[src/rtl/chip_check_pkg.sv]
// chip_check_pkg
// Shared types and constants for the 14-pin DIP chip checker.
//   vec_t   : one test vector as stored in the vector ROM
//   state_t : sequencer state encoding
//   *_BIT   : signal-pin bit index for each DIP pin (pins 7 and 14 are power)
package chip_check_pkg;

    localparam int CC_NUM_PINS = 12;
    localparam int CC_VEC_W    = 4 * CC_NUM_PINS + 1;

    // Field order matches the ROM word: last[48], oe[47:36], drive[35:24],
    // mask[23:12], expected[11:0].
    typedef struct packed {
        logic                   last;
        logic [CC_NUM_PINS-1:0] oe;
        logic [CC_NUM_PINS-1:0] drive;
        logic [CC_NUM_PINS-1:0] mask;
        logic [CC_NUM_PINS-1:0] expected;
    } vec_t;

    typedef enum logic [2:0] {
        ST_IDLE    = 3'd0,
        ST_FETCH   = 3'd1,
        ST_APPLY   = 3'd2,
        ST_SETTLE  = 3'd3,
        ST_COMPARE = 3'd4,
        ST_FINISH  = 3'd5
    } state_t;

    localparam int PIN1_BIT  = 0;
    localparam int PIN2_BIT  = 1;
    localparam int PIN3_BIT  = 2;
    localparam int PIN4_BIT  = 3;
    localparam int PIN5_BIT  = 4;
    localparam int PIN6_BIT  = 5;
    localparam int PIN8_BIT  = 6;
    localparam int PIN9_BIT  = 7;
    localparam int PIN10_BIT = 8;
    localparam int PIN11_BIT = 9;
    localparam int PIN12_BIT = 10;
    localparam int PIN13_BIT = 11;

endpackage

[src/rtl/pin_sync.sv]
// pin_sync
// WIDTH-bit two-flop synchronizer for the asynchronous pin readback.
//   clk   : system clock
//   rst_n : asynchronous active-low clear
//   d     : asynchronous input
//   q     : synchronized output (two clk of latency)
module pin_sync
    import chip_check_pkg::*;
#(
    parameter int WIDTH = CC_NUM_PINS
) (
    input  logic             clk,
    input  logic             rst_n,
    input  logic [WIDTH-1:0] d,
    output logic [WIDTH-1:0] q
);

    logic [WIDTH-1:0] meta;

    always_ff @(posedge clk or negedge rst_n) begin
        if (!rst_n) begin
            meta <= '0;
            q    <= '0;
        end else begin
            meta <= d;
            q    <= meta;
        end
    end

endmodule

[src/rtl/chip_test_sequencer.sv]
// chip_test_sequencer
// Runs one functional test of a 14-pin DIP logic chip: fetches vectors from
// a synchronous ROM, drives the signal pins, waits SETTLE_CYCLES, samples the
// synchronized readback and compares it against the expected value under mask.
//
//   Clk       : system clock (50 MHz)
//   Reset     : asynchronous active-low reset
//   Start     : one-cycle start pulse, ignored while Busy
//   VecBase   : first vector address, latched on an accepted Start
//   RomAddr   : vector ROM read address
//   RomData   : vector word, valid one cycle after RomAddr
//   PinIn     : asynchronous pin readback
//   PinOut    : pin drive values
//   PinOE     : per-pin output enable (1 = drive)
//   Busy      : test in progress
//   Done      : test finished (level until next accepted Start)
//   Pass      : test result, valid while Done
//   FailAddr  : address of first failing vector, 0 if none
//   VecCount  : number of vectors compared
//
// state   | meaning
// --------+-----------------------------------------------------------
// IDLE    | waiting for Start after reset, pins released
// FETCH   | RomAddr presented, ROM word arriving next cycle
// APPLY   | ROM word registered onto the pins, settle counter loaded
// SETTLE  | pins held stable for SETTLE_CYCLES cycles
// COMPARE | synchronized pins checked, next address or finish chosen
// FINISH  | pins released, result held until Start or Reset
module chip_test_sequencer
    import chip_check_pkg::*;
#(
    parameter int NUM_PINS      = CC_NUM_PINS,
    parameter int ADDR_W        = 8,
    parameter int SETTLE_CYCLES = 50,
    parameter bit STOP_ON_FAIL  = 1'b1
) (
    input  logic                  Clk,
    input  logic                  Reset,
    input  logic                  Start,
    input  logic [ADDR_W-1:0]     VecBase,
    output logic [ADDR_W-1:0]     RomAddr,
    input  logic [4*NUM_PINS:0]   RomData,
    input  logic [NUM_PINS-1:0]   PinIn,
    output logic [NUM_PINS-1:0]   PinOut,
    output logic [NUM_PINS-1:0]   PinOE,
    output logic                  Busy,
    output logic                  Done,
    output logic                  Pass,
    output logic [ADDR_W-1:0]     FailAddr,
    output logic [ADDR_W-1:0]     VecCount
);

    localparam int CNT_W = $clog2(SETTLE_CYCLES + 1);

    // The synchronizer needs two cycles after the drive edge before the
    // sampled value reflects the new pin state.
    generate
        if (SETTLE_CYCLES < 3) begin : g_bad_settle
            $error("chip_test_sequencer: SETTLE_CYCLES must be >= 3");
        end
    endgenerate

    logic [NUM_PINS-1:0] sync_pin;

    pin_sync #(.WIDTH(NUM_PINS)) u_pin_sync (
        .clk   (Clk),
        .rst_n (Reset),
        .d     (PinIn),
        .q     (sync_pin)
    );

    logic                rom_last;
    logic [NUM_PINS-1:0] rom_oe;
    logic [NUM_PINS-1:0] rom_drive;
    logic [NUM_PINS-1:0] rom_mask;
    logic [NUM_PINS-1:0] rom_expect;

    assign rom_last   = RomData[4*NUM_PINS];
    assign rom_oe     = RomData[4*NUM_PINS-1:3*NUM_PINS];
    assign rom_drive  = RomData[3*NUM_PINS-1:2*NUM_PINS];
    assign rom_mask   = RomData[2*NUM_PINS-1:NUM_PINS];
    assign rom_expect = RomData[NUM_PINS-1:0];

    state_t              state;
    logic [NUM_PINS-1:0] exp_q;
    logic [NUM_PINS-1:0] mask_q;
    logic                last_q;
    logic [CNT_W-1:0]    settle_cnt;
    logic                fail;

    logic mismatch;
    logic fail_nxt;
    logic end_test;

    assign mismatch = |((sync_pin ^ exp_q) & mask_q);
    assign fail_nxt = fail | mismatch;
    // All-ones address ends the run so the counter never wraps to 0.
    assign end_test = last_q | (STOP_ON_FAIL & mismatch) | (&RomAddr);

    always_ff @(posedge Clk or negedge Reset) begin
        if (!Reset) begin
            state      <= ST_IDLE;
            RomAddr    <= '0;
            PinOut     <= '0;
            PinOE      <= '0;
            Busy       <= 1'b0;
            Done       <= 1'b0;
            Pass       <= 1'b0;
            FailAddr   <= '0;
            VecCount   <= '0;
            exp_q      <= '0;
            mask_q     <= '0;
            last_q     <= 1'b0;
            settle_cnt <= '0;
            fail       <= 1'b0;
        end else begin
            case (state)
                ST_IDLE, ST_FINISH: begin
                    if (Start) begin
                        RomAddr  <= VecBase;
                        Done     <= 1'b0;
                        Pass     <= 1'b0;
                        FailAddr <= '0;
                        VecCount <= '0;
                        fail     <= 1'b0;
                        Busy     <= 1'b1;
                        state    <= ST_FETCH;
                    end
                end
                ST_FETCH: begin
                    state <= ST_APPLY;
                end
                ST_APPLY: begin
                    PinOut     <= rom_drive;
                    PinOE      <= rom_oe;
                    exp_q      <= rom_expect;
                    mask_q     <= rom_mask;
                    last_q     <= rom_last;
                    settle_cnt <= CNT_W'(SETTLE_CYCLES - 1);
                    state      <= ST_SETTLE;
                end
                ST_SETTLE: begin
                    if (settle_cnt == '0) begin
                        state <= ST_COMPARE;
                    end else begin
                        settle_cnt <= settle_cnt - 1'b1;
                    end
                end
                ST_COMPARE: begin
                    VecCount <= VecCount + 1'b1;
                    fail     <= fail_nxt;
                    if (mismatch && !fail) begin
                        FailAddr <= RomAddr;
                    end
                    if (end_test) begin
                        PinOE <= '0;
                        PinOut <= '0;
                        Busy  <= 1'b0;
                        Done  <= 1'b1;
                        Pass  <= ~fail_nxt;
                        state <= ST_FINISH;
                    end else begin
                        // Pins keep the previous vector until the next APPLY.
                        RomAddr <= RomAddr + 1'b1;
                        state   <= ST_FETCH;
                    end
                end
                default: begin
                    state <= ST_IDLE;
                end
            endcase
        end
    end

endmodule
[config.mk]
export PLATFORM = sky130hd
export DESIGN_NAME = chip_test_sequencer
export DESIGN_NICKNAME = d
export VERILOG_FILES = /design/src/rtl/chip_check_pkg.sv /design/src/rtl/pin_sync.sv /design/src/rtl/chip_test_sequencer.sv
export SDC_FILE = /design/constraint.sdc
export NUM_CORES = 1
export LEC_CHECK = 0
export BUFFER_PORTS_ARGS = -buffer_cell sky130_fd_sc_hd__buf_4
export CAP_MARGIN = 20
export CELL_PAD_IN_SITES_DETAIL_PLACEMENT = 1
export CELL_PAD_IN_SITES_GLOBAL_PLACEMENT = 1
export CORE_ASPECT_RATIO = 1.25
export CORE_MARGIN = 10
export CORE_UTILIZATION = 40
export CTS_CLUSTER_DIAMETER = 50
export DETAILED_ROUTE_END_ITERATION = 7
export PLACE_DENSITY = 0.77
export SLEW_MARGIN = 20
export SYNTH_ARGS = -nofsm -noshare
export SYNTH_HDL_FRONTEND = slang
export SYNTH_SLANG_ARGS = --single-unit
[constraint.sdc]
create_clock -name Clk -period 2.5 [get_ports Clk]
set_input_delay 0.375 -clock Clk [delete_from_list [all_inputs] [get_ports Clk]]
set_output_delay 0.375 -clock Clk [all_outputs]
set_load 0.02 [all_outputs]
==> results of run 1 <==
==> power by group through the flow <==
| stage | logic, mW | clock network, mW | registers, mW |
|---|---|---|---|
| 2_1_floorplan | 1.50 | 0 | 3.25 |
| 3_3_place_gp | 2.86 | 0 | 2.90 |
| 3_5_place_dp | 2.98 | 0 | 2.96 |
| 4_1_cts | 3.01 | 1.61 | 2.94 |
| 5_1_grt | 3.25 | 1.69 | 3.03 |
| 6_report | 2.94 | 1.57 | 2.93 |
==> metal layers <==
| metal | up-vias | wire length (µm) | track usage |
|---|---|---|---|
| met5 | - | 0 | 0 |
| met4 | 0 | 215 | 0.0476 |
| met3 | 14 | 669 | 0.0458 |
| met2 | 87 | 6850 | 0.276 |
| met1 | 1792 | 5310 | 0.175 |
| li1 | 1749 | - | - |
==> cells in the mapped netlist (all sizes together) <==
master    n  area share
and2      1      0.0013
nor2     66       0.054
mux2      4       0.012
xnor2    11       0.020
nand3b    1      0.0023
o211ai    3      0.0075
or4b      1      0.0021
a21boi    1      0.0015
a31oi     5       0.013
and4      1      0.0023
a21oi     9      0.0093
nand4     6       0.014
o31ai     3      0.0046
nand2    98       0.076
ha        4       0.010
o21ai    13       0.016
dfrtp   110        0.57
xor2     12       0.022
mux2i    13       0.027
nor3b     1      0.0026
and3b     2      0.0036
or3       3      0.0039
nor3     26       0.045
a41oi     2      0.0036
nor4      2      0.0052
a21o      1      0.0015
or3b      1      0.0018
buf      13       0.018
nand3     9      0.0093
and3      3      0.0059
nand2b    2      0.0031
or2       1      0.0013
inv      13       0.010
clkbuf    6      0.0046
a22oi     6       0.015
o211a     1      0.0021
==> registers in the layout, indices dropped and copies added, names as in the netlist <==
signal,cells
u_pin_sync.meta,12
last_q,1
mask_q,12
FailAddr,8
u_pin_sync.q,12
VecCount,8
Busy,1
settle_cnt,6
state,3
PinOut,12
Pass,1
RomAddr,8
exp_q,12
fail,1
PinOE,12
Done,1
==> metrics by stage <==
step	setup slack, ps	utilization	cell area, µm²
finish	411	0.536	6280
global route	321	0.536	6280
CTS	417	0.536	6280
detailed placement	421	0.507	5940
global placement	497	0.507	5940
floorplan	496	-	4850
==> area by class of cell <==
| type | count | area [µm²] |
|---|---|---|
| Clock buffer | 9 | 225 |
| Multi-Input combinational cell | 312 | 1950 |
| Fill cell | 1323 | 5440 |
| Inverter | 13 | 48.8 |
| Sequential cell | 110 | 2750 |
| Timing Repair Buffer | 130 | 1000 |
| Clock inverter | 7 | 105 |
| Tap cell | 161 | 201 |
==> worst paths after layout <==
path                                         startpoint                           end  slack, ps
setup / recovery                 RomAddr[0]$_DFFE_PN0P_        RomAddr[5]$_DFFE_PN0P_        410
hold / removal                                 PinIn[7]  u_pin_sync.meta[7]$_DFF_PN0_        120
setup reg to reg                 RomAddr[0]$_DFFE_PN0P_        RomAddr[5]$_DFFE_PN0P_        410
hold reg to reg            u_pin_sync.meta[3]$_DFF_PN0_     u_pin_sync.q[3]$_DFF_PN0_        350
max in group asynchronous                         Reset          PinOE[6]$_DFFE_PN0P_       1430
min in group asynchronous                         Reset       VecCount[5]$_DFFE_PN0P_        440
==> kinds of logic (layout without fill, tap and decap cells) <==
group	count (synthesis)	count (layout)	synth area share
XOR/XNOR	23	23	0.0415
flip-flops	110	110	0.567
AND/OR/NAND/NOR	224	224	0.234
AO/OA/AOI/OAI	44	44	0.0748
buffers and inverters	32	159	0.0330
adder cells (fa/ha/maj)	4	4	0.0103
multiplexers	17	17	0.0392
==> flow_metrics.env, run 1 <==
export IMPL_dpl_hpwl_um=9590
export IMPL_avgSynthCellArea_um2=10.7
export IMPL_postCtsSetupRepairBufs=0
export IMPL_gp_congestion=0.770
export IMPL_globalRouteOverflowTotal=0
export IMPL_grt_total_usage=0.155
export IMPL_hold_path_class="primary input to flip-flop"
export IMPL_p_sw_mw=2.88
export IMPL_final_antenna_net_count=0
export IMPL_die_w_um=119
export IMPL_syn_inst=454
export IMPL_final_period_utilization=0.836
export IMPL_cts_buffers=9
export IMPL_seqPwrFrac=0.394
export IMPL_finish_net_count=652
export IMPL_clockBufferDepth=2
export IMPL_yosysSeqAreaShare=0.567
export IMPL_final_common_cell="buf_4"
export IMPL_worstPathRequired_ps=2740
export IMPL_power_frac_comb=0.395
export IMPL_grt_max_degree=69
export IMPL_clkSinkCount=110
export IMPL_vias_per_cell=4.91
export IMPL_root_buffer="clkbuf_16"
export IMPL_syn_area_um2=4850
export IMPL_start_kind="flip-flop"
export IMPL_wirelength_um=13000
export IMPL_drive_gt1_frac=0.329
export IMPL_grt_pass1_wl_um=21400
export IMPL_p_total_mw=7.44
export IMPL_clk_latency_ps=350
export IMPL_ir_drop_mv=0.544
export IMPL_dieHeight_um=143
export IMPL_worst_path_buf_inv=0
export IMPL_synth_cell_types=47
export IMPL_r2r_cells=6
export IMPL_yosys_warnings=0
export IMPL_power_frac_clock=0.211
export IMPL_skew_ps=9.65
export IMPL_io_buffers=122
export IMPL_whs_path_depth=1
export IMPL_critPathTopFamily="compound AO/OA/AOI/OAI gates"
export IMPL_hold_viol_final=0
export IMPL_fmax_mhz=479
export IMPL_first_iter_violations=146
export IMPL_p_leak_nw=3.05
export IMPL_boundaryPins=123
export IMPL_die_area_um2=17000
export IMPL_setup_viol=0
export IMPL_cts_tree="yes"
export IMPL_ys_ff_latch=110
export IMPL_outcome="finished, final reports clean"
export IMPL_p_sw_frac=0.387
export IMPL_syn_nets=530
export IMPL_cpPeakStageDelay_ps=430
export IMPL_syn2layout_area_growth_pct=29.5
export IMPL_grt_pass1_vias=4110
export IMPL_slew_headroom=0.618
export IMPL_start_util=0.414
export IMPL_clk_pin_slew_ps=80
export IMPL_intPower_mw=4.56
export IMPL_diodes=0
export IMPL_hold_buffers=1
export IMPL_whs_ps=124
export IMPL_cp_depth=6
export IMPL_critPathArrivalTime_ps=2330
export IMPL_antenna_found_initial=0
export IMPL_slowest_stage="dfrtp_1"
export IMPL_layout_common_cells="buf_4 (127), dfrtp_1 (110), nand2_1 (98), nor2_1 (65), nor3_2 (18)"
export IMPL_worstPathCellList="ha_1 > and3_4 > a31oi_4 > nand4_4 > o21ai_4 > mux2_4"
export IMPL_dp_cells=725
export IMPL_drc_errors=0
export IMPL_critPathMaxFanout=8
export IMPL_post_cts_resized=0
export IMPL_num_rows=44
export IMPL_tns_ps=0
export IMPL_post_drt_wl_per_cell_um=17.6
export IMPL_htreeDepth=3
export IMPL_endpoint_kind="flip-flop"
export IMPL_core_um2=11700
export IMPL_final_max_slew_viol_count=0
export IMPL_post_route_min_period_ps=2090
export IMPL_fin_cells=742
export IMPL_path_class="flip-flop to flip-flop"
export IMPL_rsz0062_at_grt="no"
export IMPL_maxCapViolations=0
export IMPL_drt_pass1_iter_count=4
export IMPL_power_density_cell_area_nw_per_um2=1180
export IMPL_route_vias_total=3642
export IMPL_worst_slew_pin_transition_ps=574
Note: power is estimated with default switching activity, not from simulation.
==> run 2: changes to the inputs <==
==> constraint.sdc (replaced) <==
create_clock -name Clk -period 2.1 [get_ports Clk]
set_input_delay 0.315 -clock Clk [delete_from_list [all_inputs] [get_ports Clk]]
set_output_delay 0.315 -clock Clk [all_outputs]
set_load 0.02 [all_outputs]
==> flow_metrics.env, run 2 (synthesized netlist as in run 1, its figures left out) <==
export IMPL_cts_tree="yes"
export IMPL_diodes=0
export IMPL_hold_end="u_pin_sync.meta[10]$_DFF_PN0_"
export IMPL_die_area_um2=17000
export IMPL_antenna_found_initial=0
export IMPL_grt_pass1_wl_um=21200
export IMPL_fmax_mhz=509
export IMPL_critPathMaxFanout=8
export IMPL_clockBufferDepth=2
export IMPL_drt_pass1_iter_count=4
export IMPL_endpoint_kind="flip-flop"
export IMPL_start_kind="flip-flop"
export IMPL_r2r_end="RomAddr[7]$_DFFE_PN0P_"
export IMPL_cts_buffers=9
export IMPL_final_period_utilization=0.936
export IMPL_gp_congestion=0.776
export IMPL_layout_common_cells="buf_4 (128), dfrtp_1 (110), nand2_1 (98), nor2_1 (65), nor3_2 (18)"
export IMPL_hold_path_class="primary input to flip-flop"
export IMPL_r2r_start="RomAddr[0]$_DFFE_PN0P_"
export IMPL_maxCapViolations=0
export IMPL_vias_per_cell=4.87
export IMPL_clkSinkCount=110
export IMPL_setup_slack_ps=134
export IMPL_cpPeakStageDelay_ps=430
export IMPL_skew_ps=7.75
export IMPL_core_um2=11700
export IMPL_post_route_min_period_ps=1970
export IMPL_fin_util=0.534
export IMPL_root_buffer="clkbuf_16"
export IMPL_htreeDepth=3
export IMPL_slew_headroom=0.620
export IMPL_clk_latency_ps=340
export IMPL_p_total_mw=8.52
export IMPL_finish_net_count=655
export IMPL_first_iter_violations=159
export IMPL_ir_drop_mv=0.536
export IMPL_dpl_worst_slack_ps=121
export IMPL_boundaryPins=123
export IMPL_num_rows=44
export IMPL_final_max_slew_viol_count=0
export IMPL_setup_viol=0
export IMPL_crit_start="RomAddr[0]$_DFFE_PN0P_"
export IMPL_min_from="PinIn[10]"
export IMPL_slowest_stage="dfrtp_1"
export IMPL_wirelength_um=12900
export IMPL_r2r_slack_ps=130
export IMPL_start_util=0.414
export IMPL_dpl_hpwl_um=9620
export IMPL_critPathArrivalTime_ps=2190
export IMPL_post_drt_wl_per_cell_um=17.3
export IMPL_whs_path_depth=1
export IMPL_grt_max_degree=53
export IMPL_hold_viol_final=0
export IMPL_globalRouteOverflowTotal=0
export IMPL_p_leak_nw=3.03
export IMPL_path_class="flip-flop to flip-flop"
export IMPL_tns_ps=0
export IMPL_worst_slew_pin_transition_ps=570
export IMPL_drc_errors=0
export IMPL_grt_total_usage=0.153
export IMPL_grt_pass1_vias=4086
export IMPL_io_buffers=122
export IMPL_rsz0062_at_grt="no"
export IMPL_die_w_um=119
export IMPL_final_antenna_net_count=0
export IMPL_power_density_cell_area_nw_per_um2=1360
export IMPL_drive_gt1_frac=0.328
export IMPL_final_common_cell="buf_4"
export IMPL_clk_pin_slew_ps=70
export IMPL_outcome="finished, final reports clean"
export IMPL_syn2layout_area_growth_pct=29.1
export IMPL_worstPathCellList="ha_1 > and3_4 > a31oi_4 > nand4_4 > o21ai_4 > mux2_4"
export IMPL_r2r_cells=6
export IMPL_worstPathRequired_ps=2320
export IMPL_route_vias_total=3620
export IMPL_dieHeight_um=143
-- run 2: changes by cell type in the layout (fill, tap and decap cells not counted), sizes merged --
cell    change
inv         -2
clkinv      +1
clkbuf      +1
buf         +3
bufinv      -2
-- run 2: what timing repair did --
item | in CTS | in global routing
hold buffers | 1 | 0
hold endpoints to repair | 27 | 0
gates resized for setup | 0 | 1
setup endpoints to repair | 0 | 4
buffers inserted | 0 | 0
-- run 2: cell type report --
class                   instances  area, µm²
fillers                      1321       5460
flip-flops and latches        110       2750
multi-input cells             312       1950
repair buffers                133       1050
clock buffers                  10        229
well taps                     161        201
inverters                      13       48.8
clock inverters                 4       26.3
-- run 2: worst max-delay path: cells and delay by family, from the launching register on --
| kind | cells | cell delay (ps) |
|---|---|---|
| AND/OR/NAND/NOR | 2 | 310 |
| multiplexers | 1 | 340 |
| adder cells (fa/ha/maj) | 1 | 250 |
| flip-flops | 1 | 430 |
| AO/OA/AOI/OAI | 2 | 520 |
-- run 2: worst max-delay path by stage --
stage,end,cells past startpoint,slack [ps]
CTS,settle_cnt[5]$_DFFE_PN0P_,7,100
floorplan,RomAddr[6]$_DFFE_PN0P_,6,100
global placement,RomAddr[5]$_DFFE_PN0P_,6,210
global route,settle_cnt[4]$_DFFE_PN0P_,7,10
finish,RomAddr[7]$_DFFE_PN0P_,6,130
detailed placement,settle_cnt[5]$_DFFE_PN0P_,7,120
-- run 2: metrics by stage --
| step | cells | hold slack [ps] | cell area (µm²) |
|---|---|---|---|
| 6_report | 743 | 73.5 | 6260 |
| 3_3_place_gp | 728 | 281 | 5990 |
| 3_5_place_dp | 728 | 287 | 5990 |
| 5_1_grt | 743 | 55.4 | 6260 |
| 2_1_floorplan | 454 | 19.4 | 4850 |
| 4_1_cts | 743 | 62.5 | 6260 |
-- run 2: where the power goes --
part | total (mW) | leakage [nW] | switching, mW | internal [mW]
Combinational | 3.50 | 1.61 | 1.98 | 1.52
Sequential | 3.48 | 1.30 | 0.616 | 2.86
Clock | 1.54 | 0.124 | 0.745 | 0.791
Total | 8.52 | 3.03 | 3.34 | 5.17
-- run 2: per-layer routing --
| metal | track usage | up-vias | part of all wire |
|---|---|---|---|
| met4 | 0.0470 | 0 | 0.018 |
| met5 | 0 | - | 0 |
| met1 | 0.180 | 1766 | 0.42 |
| met3 | 0.0422 | 20 | 0.047 |
| li1 | - | 1744 | - |
| met2 | 0.266 | 90 | 0.51 |
==> run 3: changes to the inputs <==
--- a/config.mk
+++ b/config.mk
@@ -15,6 +15,7 @@
 export CTS_CLUSTER_DIAMETER = 50
 export DETAILED_ROUTE_END_ITERATION = 7
 export PLACE_DENSITY = 0.77
+export SETUP_SLACK_MARGIN = 0.5
 export SLEW_MARGIN = 20
 export SYNTH_ARGS = -nofsm -noshare
 export SYNTH_HDL_FRONTEND = slang
==> constraint.sdc (replaced) <==
create_clock -name Clk -period 2.1 [get_ports Clk]
set_input_delay 0.42 -clock Clk [delete_from_list [all_inputs] [get_ports Clk]]
set_output_delay 0.42 -clock Clk [all_outputs]
set_load 0.02 [all_outputs]
==> flow_metrics.env, run 3 (synthesized netlist as in run 1, its figures left out) <==
export IMPL_critPathArrivalTime_ps=2080
export IMPL_hold_path_class="primary input to async pin"
export IMPL_final_period_utilization=0.879
export IMPL_antenna_found_initial=0
export IMPL_fin_cells=783
export IMPL_r2r_slack_ps=250
export IMPL_first_iter_violations=184
export IMPL_final_common_cell="buf_4"
export IMPL_vias_per_cell=5.00
export IMPL_clockBufferDepth=2
export IMPL_slew_headroom=0.635
export IMPL_whs_ps=52.8
export IMPL_htreeDepth=3
export IMPL_die_area_um2=17000
export IMPL_grt_pass1_vias=4213
export IMPL_boundaryPins=123
export IMPL_seqPwrFrac=0.364
export IMPL_post_route_min_period_ps=1850
export IMPL_globalRouteOverflowTotal=0
export IMPL_gp_congestion=0.785
export IMPL_cts_tree="yes"
export IMPL_start_util=0.414
export IMPL_worst_slew_pin_transition_ps=547
export IMPL_power_density_cell_area_nw_per_um2=1410
export IMPL_worstPathRequired_ps=2340
export IMPL_layout_common_cells="buf_4 (154), dfrtp_1 (107), nand2_1 (97), nor2_1 (55), nor3_2 (21)"
export IMPL_dpl_hpwl_um=9840
export IMPL_clk_pin_slew_ps=80
export IMPL_core_um2=11700
export IMPL_drt_pass1_iter_count=4
export IMPL_dp_cells=728
export IMPL_skew_ps=7.90
export IMPL_num_rows=44
export IMPL_fillers=1279
export IMPL_start_kind="flip-flop"
export IMPL_intPower_mw=5.84
export IMPL_hold_viol_final=0
export IMPL_r2r_cells=7
export IMPL_setup_viol=0
export IMPL_wirelength_um=15400
export IMPL_p_total_mw=9.67
export IMPL_critPathMaxFanout=8
export IMPL_final_max_slew_viol_count=0
export IMPL_finish_net_count=693
export IMPL_path_class="flip-flop to flip-flop"
export IMPL_grt_pass1_wl_um=22700
export IMPL_maxCapViolations=0
export IMPL_die_w_um=119
export IMPL_busiest_layer="met2"
export IMPL_clkSinkCount=110
export IMPL_rsz0062_at_grt="yes"
export IMPL_p_leak_nw=3.30
export IMPL_fmax_mhz=542
export IMPL_syn2layout_area_growth_pct=41.2
export IMPL_power_frac_comb=0.453
export IMPL_ir_drop_mv=0.519
export IMPL_root_buffer="clkbuf_16"
export IMPL_outcome="finished, final reports clean"
export IMPL_power_frac_clock=0.183
export IMPL_cts_buffers=9
export IMPL_met2_usage=0.299
export IMPL_p_sw_mw=3.83
export IMPL_final_antenna_net_count=0
export IMPL_setup_slack_ps=254
export IMPL_gr_usage_met1=0.193
export IMPL_final_cell_area_um2=6850
export IMPL_dieHeight_um=143
export IMPL_dpl_worst_slack_ps=152
export IMPL_post_drt_wl_per_cell_um=19.7
export IMPL_r2r_start="RomAddr[0]$_DFFE_PN0P_"
export IMPL_tns_ps=0
export IMPL_route_vias_total=3912
export IMPL_drive_gt1_frac=0.428
export IMPL_r2r_end="RomAddr[5]$_DFFE_PN0P_"
export IMPL_grt_max_degree=53
export IMPL_drc_errors=0
export IMPL_grt_total_usage=0.166
export IMPL_place_area_um2=6030
export IMPL_endpoint_kind="flip-flop"
export IMPL_io_buffers=122
export IMPL_diodes=0
export IMPL_fin_util=0.584
export IMPL_clk_latency_ps=350
export IMPL_p_sw_frac=0.396
export IMPL_grtUsageMet3=0.0343
==> run 3: worst max-delay path, cell delays in order, from the launching register on <==
cell and delay, ps:
dfrtp_2 430, ha_4 160, and3_4 150, a31oi_4 220, nand4_4 140, o21ai_4 180, buf_12 150, mux2_4 290
==> run 3: cell type report <==
cell class / instances / area, µm² / area share
clock inverters: 6 / 66.3 / 0.00968
clock buffers: 10 / 239 / 0.0349
inverters: 13 / 48.8 / 0.00712
repair buffers: 170 / 1440 / 0.210
multi-input cells: 313 / 2100 / 0.306
flip-flops and latches: 110 / 2760 / 0.403
well taps: 161 / 201 / 0.0294
==> run 3: worst max-delay path by stage <==
stage / start / to / cells after the start
CTS: RomAddr[1]$_DFFE_PN0P_ / RomAddr[7]$_DFFE_PN0P_ / 7
floorplan: RomAddr[0]$_DFFE_PN0P_ / RomAddr[6]$_DFFE_PN0P_ / 6
global placement: RomAddr[0]$_DFFE_PN0P_ / RomAddr[7]$_DFFE_PN0P_ / 6
global route: RomAddr[1]$_DFFE_PN0P_ / RomAddr[4]$_DFFE_PN0P_ / 8
finish: RomAddr[0]$_DFFE_PN0P_ / RomAddr[5]$_DFFE_PN0P_ / 7
detailed placement: RomAddr[0]$_DFFE_PN0P_ / RomAddr[7]$_DFFE_PN0P_ / 6
==> run 3: repair_timing <==
item	in CTS	in global routing
gates cloned	1	2
endpoints found under the setup margin	78	74
gates resized for setup	15	32
setup buffers	18	18
hold endpoints to repair	0	0
pin swaps	23	12
hold buffers	0	0
==> run 3: power by group through the flow <==
stage               Clock [mW]  Combinational (mW)  Sequential (mW)
finish                    1.77                4.38             3.52
global route              1.89                4.74             3.62
CTS                       1.80                3.91             3.49
detailed placement           0                3.65             3.54
global placement             0                3.51             3.48
floorplan                    0                1.85             3.89
==> run 3: layer usage <==
metal  share of wire  routed length (µm)  vias up
li1                -                   -     1834
met2            0.55                8440       90
met5               0                   0        -
met1            0.39                6070     1964
met4           0.023                 348        0
met3           0.037                 575       24
